$ cat config.mk
export PLATFORM = sky130hd
export DESIGN_NAME = powlib_busburst
export DESIGN_NICKNAME = d
export VERILOG_FILES = /design/src/rtl/powlib_busburst_pkg.sv /design/src/rtl/powlib_busburst_addrgen.sv /design/src/rtl/powlib_busburst.sv
export SDC_FILE = /design/constraint.sdc
export NUM_CORES = 1
export LEC_CHECK = 0
export ABC_AREA = 1
export CORE_UTILIZATION = 45
export DETAILED_ROUTE_END_ITERATION = 12
export PLACE_DENSITY = 0.79
export SYNTH_ARGS = -nofsm -noshare
export SYNTH_HDL_FRONTEND = slang
export SYNTH_HIERARCHICAL = 1
export SYNTH_SLANG_ARGS = --single-unit
export TNS_END_PERCENT = 50
$ cat constraint.sdc
create_clock -name clk -period 2.1 [get_ports clk]
set_clock_uncertainty 0.05 [all_clocks]
set_input_delay 0.42 -clock clk [delete_from_list [all_inputs] [get_ports clk]]
set_output_delay 0.42 -clock clk [all_outputs]
set_load 0.005 [all_outputs]
$ cat src/rtl/powlib_busburst_pkg.sv
// Shared constants for the bus burst generator: FSM state encodings.
// Used by powlib_busburst and powlib_busburst_addrgen.
package powlib_busburst_pkg;

   localparam logic [0:0] POWLIB_BUSBURST_IDLE  = 1'b0;
   localparam logic [0:0] POWLIB_BUSBURST_BURST = 1'b1;

endpackage

$ cat src/rtl/powlib_busburst_addrgen.sv
// Burst address/beat counter: latches a command, steps the address once per loaded beat.
// POWLIB_BUSBURST_WRAP_EN: wrap the address inside an aligned 2^B_WB-beat window.
module powlib_busburst_addrgen
   import powlib_busburst_pkg::*;
#(
   parameter int B_AW = 2,
   parameter int B_LW = 4,
   parameter int B_WB = 1
)
(
   input  logic            clk,
   input  logic            rst,
   input  logic            load,
   input  logic [B_AW-1:0] cmdaddr,
   input  logic [B_LW-1:0] cmdlen,
   input  logic            step,
   output logic [B_AW-1:0] addr,
   output logic            zero
);

`ifdef POWLIB_BUSBURST_WRAP_EN
   localparam bit WRAP = 1'b1;
`else
   localparam bit WRAP = 1'b0;
`endif
   // Number of low address bits that increment; the rest hold.
   localparam int WIN = (WRAP && (B_WB < B_AW)) ? B_WB : B_AW;

   logic [B_AW-1:0] addr_reg;
   logic [B_AW-1:0] addr_next;
   logic [B_LW-1:0] cnt_reg;

   generate
      if (WIN < B_AW) begin : g_wrap
         logic [WIN-1:0] low_next;
         assign low_next  = addr_reg[WIN-1:0] + 1'b1;
         assign addr_next = {addr_reg[B_AW-1:WIN], low_next};
      end else begin : g_lin
         assign addr_next = addr_reg + 1'b1;
      end
   endgenerate

   always_ff @(posedge clk or negedge rst) begin
      if (!rst) begin
         addr_reg <= '0;
         cnt_reg  <= '0;
      end else if (load) begin
         addr_reg <= cmdaddr;
         cnt_reg  <= cmdlen;
      end else if (step) begin
         addr_reg <= addr_next;
         cnt_reg  <= cnt_reg - 1'b1;
      end
   end

   assign addr = addr_reg;
   assign zero = (cnt_reg == '0);

endmodule

$ cat src/rtl/powlib_busburst.sv
// Burst generator: pairs one (address, length) command with a data stream and emits
// address/data beats on a valid/ready bus, throttled by wrnf. Option: POWLIB_BUSBURST_WRAP_EN.
module powlib_busburst
   import powlib_busburst_pkg::*;
#(
   parameter int B_AW = 2,
   parameter int B_DW = 4,
   parameter int B_LW = 4,
   parameter int B_WB = 1
)
(
   input  logic            clk,
   input  logic            rst,
   input  logic [B_AW-1:0] cmdaddr,
   input  logic [B_LW-1:0] cmdlen,
   input  logic            cmdvld,
   output logic            cmdrdy,
   input  logic [B_DW-1:0] din,
   input  logic            dinvld,
   output logic            dinrdy,
   output logic [B_DW-1:0] wrdata,
   output logic [B_AW-1:0] wraddr,
   output logic            wrvld,
   input  logic            wrrdy,
   input  logic            wrnf,
   output logic            busy,
   output logic            done
);

   logic [0:0]      state_reg;
   logic [0:0]      state_next;
   logic            in_burst;
   logic            slot_free;
   logic            accept;
   logic            ld;
   logic            zero;
   logic [B_AW-1:0] addr;
   logic            wrvld_reg;
   logic            last_reg;
   logic [B_DW-1:0] wrdata_reg;
   logic [B_AW-1:0] wraddr_reg;

   assign in_burst  = (state_reg == POWLIB_BUSBURST_BURST);
   assign slot_free = !wrvld_reg || wrrdy;
   // Gated by rst so the handshake outputs read 0 while reset is held.
   assign cmdrdy    = rst && (state_reg == POWLIB_BUSBURST_IDLE);
   assign accept    = cmdvld && cmdrdy;
   assign dinrdy    = in_burst && slot_free && !wrnf;
   assign ld        = dinrdy && dinvld;

   powlib_busburst_addrgen #(
      .B_AW (B_AW),
      .B_LW (B_LW),
      .B_WB (B_WB)
   ) u_addrgen (
      .clk     (clk),
      .rst     (rst),
      .load    (accept),
      .cmdaddr (cmdaddr),
      .cmdlen  (cmdlen),
      .step    (ld),
      .addr    (addr),
      .zero    (zero)
   );

   always_comb begin
      state_next = state_reg;
      if (state_reg == POWLIB_BUSBURST_IDLE) begin
         if (accept) state_next = POWLIB_BUSBURST_BURST;
      end else if (ld && zero) begin
         state_next = POWLIB_BUSBURST_IDLE;
      end
   end

   always_ff @(posedge clk or negedge rst) begin
      if (!rst) state_reg <= POWLIB_BUSBURST_IDLE;
      else      state_reg <= state_next;
   end

   // Output beat register: a presented beat holds until wrrdy, regardless of wrnf.
   always_ff @(posedge clk or negedge rst) begin
      if (!rst) begin
         wrvld_reg <= 1'b0;
         last_reg  <= 1'b0;
      end else if (ld) begin
         wrvld_reg <= 1'b1;
         last_reg  <= zero;
      end else if (wrrdy) begin
         wrvld_reg <= 1'b0;
      end
   end

   always_ff @(posedge clk) begin
      if (ld) begin
         wrdata_reg <= din;
         wraddr_reg <= addr;
      end
   end

   assign wrdata = wrdata_reg;
   assign wraddr = wraddr_reg;
   assign wrvld  = wrvld_reg;
   assign done   = wrvld_reg && wrrdy && last_reg;
   assign busy   = in_burst || wrvld_reg;

endmodule

# --- Yosys cells after proc, flatten, opt, wreduce, memory -nomap -nowiden ---
# Index checks and enable logic that the tools add are counted.
# Widths: inputs -> output; s select.
op_classes:
  addsub: 2
  mux: 9
  bitwise: 1
  n_reduce_logical: 15
ops:
  columns: ["operator", "n"]
  rows:
  - ["$logic_and 1x1->1", 8]
  - ["$mux 4", 2]
  - ["$mux 1", 5]
  - ["$logic_not 4->1", 1]
  - ["$mux 2", 2]
  - ["$reduce_bool 2->1", 2]
  - ["$sub 4x1->4 const B", 1]
  - ["$add 2x1->2 const B", 1]
  - ["$logic_not 1->1", 2]
  - ["$logic_or 1x1->1", 2]
  - ["$not 1->1", 1]
word_totals:
  ff_bits: 15
  inputBits: 16
  out_inout_bits: 11
  elab_cells: 34

# --- Logic depth before layout (Yosys ltp) ---
logic_depth:
  ltp_word: 8
  depth_mapped: 11
  mapped_depth_nobuf: 10

# --- By module ---
# The synthesis kept the hierarchy.
modules_own_cells:
  columns: ["module", "n_inst", "cells_each", "area_per_inst_um2", "seq_area_each_um2"]
  rows:
  - ["powlib_busburst_addrgen", 1, 42, 362.8, 150.1]
  - ["powlib_busburst", 1, 31, 344.1, 255.2]

# --- Worst setup path after synthesis ---
# Ideal clock, no wire load.
synth_timing:
  kind: "input to register"
  start: "input wrrdy"
  end: "register u_addrgen.addr_reg[1] (netlist: u_addrgen/addr[1])"
  setup_time_ns: 0.119
  t_arrival_ns: 1.232
  required_ns: 1.931
  path_slack_ns: 0.700
  path_stages: 9
  n_path_buf: 0
  cell_sequence: "inv_1 -> nand2_1 -> nand3_1 -> inv_1 -> nand2_4 -> inv_2 -> nand2_4 -> nand2_1 -> o21ai_2"
synth_between:
  elab_chain_len: 5
synth_lines:
  columns: ["element", "line", "text"]
  rows:
  - ["start, declared", "powlib_busburst.sv:24", "input logic wrrdy,"]
  - ["$logic_or 1x1->1", "powlib_busburst.sv:44", "assign slot_free = !wrvld_reg || wrrdy;"]
  - ["$logic_and 1x1->1 (2 in a row)", "powlib_busburst.sv:48", "assign dinrdy = in_burst && slot_free && !wrnf;"]
  - ["$logic_and 1x1->1", "powlib_busburst.sv:49", "assign ld = dinrdy && dinvld;"]
  - ["via ld", "powlib_busburst.sv:35", "logic ld;"]
  - ["$reduce_bool 2->1 (no line)", null, null]
  - ["end signal, assigned", "powlib_busburst_addrgen.sv:48", "addr_reg <= cmdaddr;"]
  - ["end signal, assigned", "powlib_busburst_addrgen.sv:51", "addr_reg <= addr_next;"]
  - ["end, declared", "powlib_busburst_addrgen.sv:29", "logic [B_AW-1:0] addr_reg;"]
# The timed path passes the listed nets, and every way through them passes these cells.
# A chain may end at the register's enable or synchronous reset.

# --- Final worst setup path ---
layout_timing:
  start: "input rst"
  end: "output cmdrdy"
layout_between:
  elab_chain_len: 1
layout_lines:
  columns: ["element", "line", "text"]
  rows:
  - ["start, declared", "powlib_busburst.sv:13", "input logic rst,"]
  - ["$logic_and 1x1->1", "powlib_busburst.sv:46", "assign cmdrdy = rst && (state_reg == POWLIB_BUSBURST_IDLE);"]
  - ["end, declared", "powlib_busburst.sv:17", "output logic cmdrdy,"]
# Every way passes these cells.

==> impl_metrics.env <==
export IMPL_startpoint_type="input pin"
export IMPL_portBuffers=26
export IMPL_p_seq_share_pct=46.6
export IMPL_wl_met2_um=662
export IMPL_comb_power_share_pct=37.9
export IMPL_ctsResizeCount=0
export IMPL_period_needed_ns=2.015
export IMPL_crit_start="rst"
export IMPL_die_h_um=41.64
export IMPL_grt_usage_pct=17.86
export IMPL_max_stage_delay_ns=0.50
export IMPL_p_int_uw=691.8
export IMPL_synth_enable_flop_cells=6
export IMPL_hold_violations=0
export IMPL_grt_max_degree=10
export IMPL_ys_types=21
export IMPL_syn_cell_area_um2=706.9
export IMPL_layout_common_cells="25 x clkdlybuf4s50_1, 22 x nand2_1, 9 x inv_1, 9 x dfrtp_1, 6 x edfxtp_1"
export IMPL_ys_seq_area_share_pct=57.35
export IMPL_first_pass_iters=4
export IMPL_synthArstFlopShare_pct=60.00
export IMPL_final_nets=123
export IMPL_avgViaCountPerCell=5.067
export IMPL_dp_slack_ns=0.009510
export IMPL_synthToLayoutAreaGrowth_pct=45.49
export IMPL_peakVddDrop_mv=0.6189
export IMPL_cap_violations=0
export IMPL_cp_data_required_time_ns=1.63
export IMPL_yosysWarnings=6
export IMPL_p_leak_uw=0.0004841
export IMPL_cp_end_kind="output port"
export IMPL_dpl_hpwl_mm=1.040
export IMPL_cts_buffer_depth=2
export IMPL_worst_pin_slew_ns=0.3124
export IMPL_place_congestion=0.8070
export IMPL_fmax_ghz=0.4962
export IMPL_drt_wl_total_mm=1.327
export IMPL_m1WireLength_um=579
export IMPL_initial_core_util_pct=51.13
export IMPL_p_sw_uw=356.9
export IMPL_cts_post_setup_buffers_inserted=0
export IMPL_critical_path_arrival_ns=1.55
export IMPL_period_share_pct=95.97
export IMPL_path_delay_family="buffers and inverters"
export IMPL_dr_max_layer_used="met4"
export IMPL_crit_fanout=2
export IMPL_power_share_clock_pct=15.5
export IMPL_drive_gt1_share_pct=15.24
export IMPL_max_slew_margin_pct=79.15
export IMPL_finalSetupTns_ns=0
export IMPL_diodes=0
export IMPL_synthFlopType="dfrtp_1"
export IMPL_grt_pass1_wl_mm=2.318
export IMPL_worstPathCellList="clkdlybuf4s50_1 -> inv_1 -> nor2_2 -> clkdlybuf4s50_1"
export IMPL_swShare_pct=34.03
export IMPL_netlist_instances=73
export IMPL_slew_viol_final=0
export IMPL_boundaryPins=27
export IMPL_vias=608
export IMPL_cts_sinks=15
export IMPL_setup_viol=0
export IMPL_powerDensity_mw_per_mm2=1020
export IMPL_status="complete, no violations"
export IMPL_die_w_um=41.64
export IMPL_core_area_mm2=0.001383
export IMPL_crit_top_cell="clkdlybuf4s50_1"
export IMPL_hold_buffers=0
export IMPL_worst_slack_ns=0.08469
export IMPL_first_iter_violations=9
export IMPL_antenna_found_initial=0
export IMPL_cts_buffers=3
export IMPL_fillCellCount=96
export IMPL_clkTransAtPathRegs_ns=0.08
export IMPL_fin_util_pct=74.39
export IMPL_grt_ovfl_total=0
export IMPL_wl_per_cell_um=11.06
export IMPL_cp_slowest_cell="clkdlybuf4s50_1"
export IMPL_synth_nets=90
export IMPL_critPathBufInv=3
export IMPL_ys_ff_latch=15
export IMPL_crit_type="input pin to output port"
export IMPL_hold_path_class="input pin to asynchronous set/reset pin"
export IMPL_cts_htree_levels=1
export IMPL_dr_wl_met3_um=62
export IMPL_grt_pass1_vias=549
export IMPL_r2r_start="wrvld"
export IMPL_final_common_cell="clkdlybuf4s50_1"
export IMPL_ant_nets=0
export IMPL_rows=13
export IMPL_rsz0062_at_grt="no"
export IMPL_ff_latch_area_um2=405.4
export IMPL_clock_latency_ns=0.28
export IMPL_drc=0
export IMPL_cts_tree="built"
export IMPL_dieArea_mm2=0.001733
export IMPL_multiInputGateArea_um2=249.0
export IMPL_cts_root_buf="clkbuf_4"
export IMPL_syn_avg_cell_area_um2=9.684
-- layout make-up --
| cell class | count | area share [%] |
|---|---|---|
| Clock buffer | 4 | 2.555 |
| Inverter | 11 | 4.258 |
| Multi-Input combinational cell | 46 | 24.21 |
| Sequential cell | 15 | 39.42 |
| Tap cell | 15 | 1.825 |
| Timing Repair Buffer | 29 | 27.74 |
-- per-layer routing --
metal  GRT usage [%]  vias to the layer above
met5               0                        -
met4           10.97                        0
met3           4.348                        4
met2           28.44                       23
met1           21.65                      284
li1                -                      297
-- worst paths after layout --
| kind | to | slack (ns) | cells past startpoint |
|---|---|---|---|
| worst max register to register | wrdata[0] | 0.63 | 5 |
| worst min-delay path | u_addrgen/cnt_reg[1] | 0.41 | 2 |
| min in group clk | u_addrgen/addr[1] | 0.43 | 1 |
| worst max-delay path | cmdrdy | 0.08 | 4 |
| max in group asynchronous | wrvld | 1.45 | 2 |
| worst min register to register | u_addrgen/addr[1] | 0.43 | 1 |
-- synthesized netlist by cell type, drive strengths merged, types with 2 or more instances --
library cell | number | area (um^2)
o21ai | 3 | 22.52
nor2 | 7 | 33.78
inv | 11 | 43.79
o211ai | 2 | 15.01
nand3 | 3 | 15.01
dfrtp | 9 | 225.2
edfxtp | 6 | 180.2
nand2 | 24 | 105.1
-- worst reg2reg max path, delay by kind of cell (launching register included) --
family                 cells  cell delay, ns
buffers and inverters      3            0.50
DFF                        1            0.42
and+or+nand+nor            2            0.21
-- kinds of logic after synthesis --
logic type	Yosys count	synth area share, %
simple gates	37	24.42
flops	15	57.35
buf+inv	12	7.787
compound gates	7	7.434
xor+xnor	1	1.239
fa+ha+maj	1	1.770
-- per-stage QoR --
step	power, uW	cells	area, um^2	hold slack, ns
after global routing	1131	120	1028	0.4206
after detailed placement	889.5	116	997.2	0.4179
after floorplan	727.6	73	706.9	0.07441
after global placement	873.2	116	997.2	0.4124
after CTS	1057	120	1023	0.4171
final	1049	120	1028	0.4138
-- power by group through the flow --
stage	logic [uW]	registers, uW	clock network, uW
detailed placement	399	491	0
global route	452	500	180
CTS	402	486	170
finish	398	489	162
global placement	388	486	0
floorplan	252	476	0
Power figures use the tool's default switching activity.
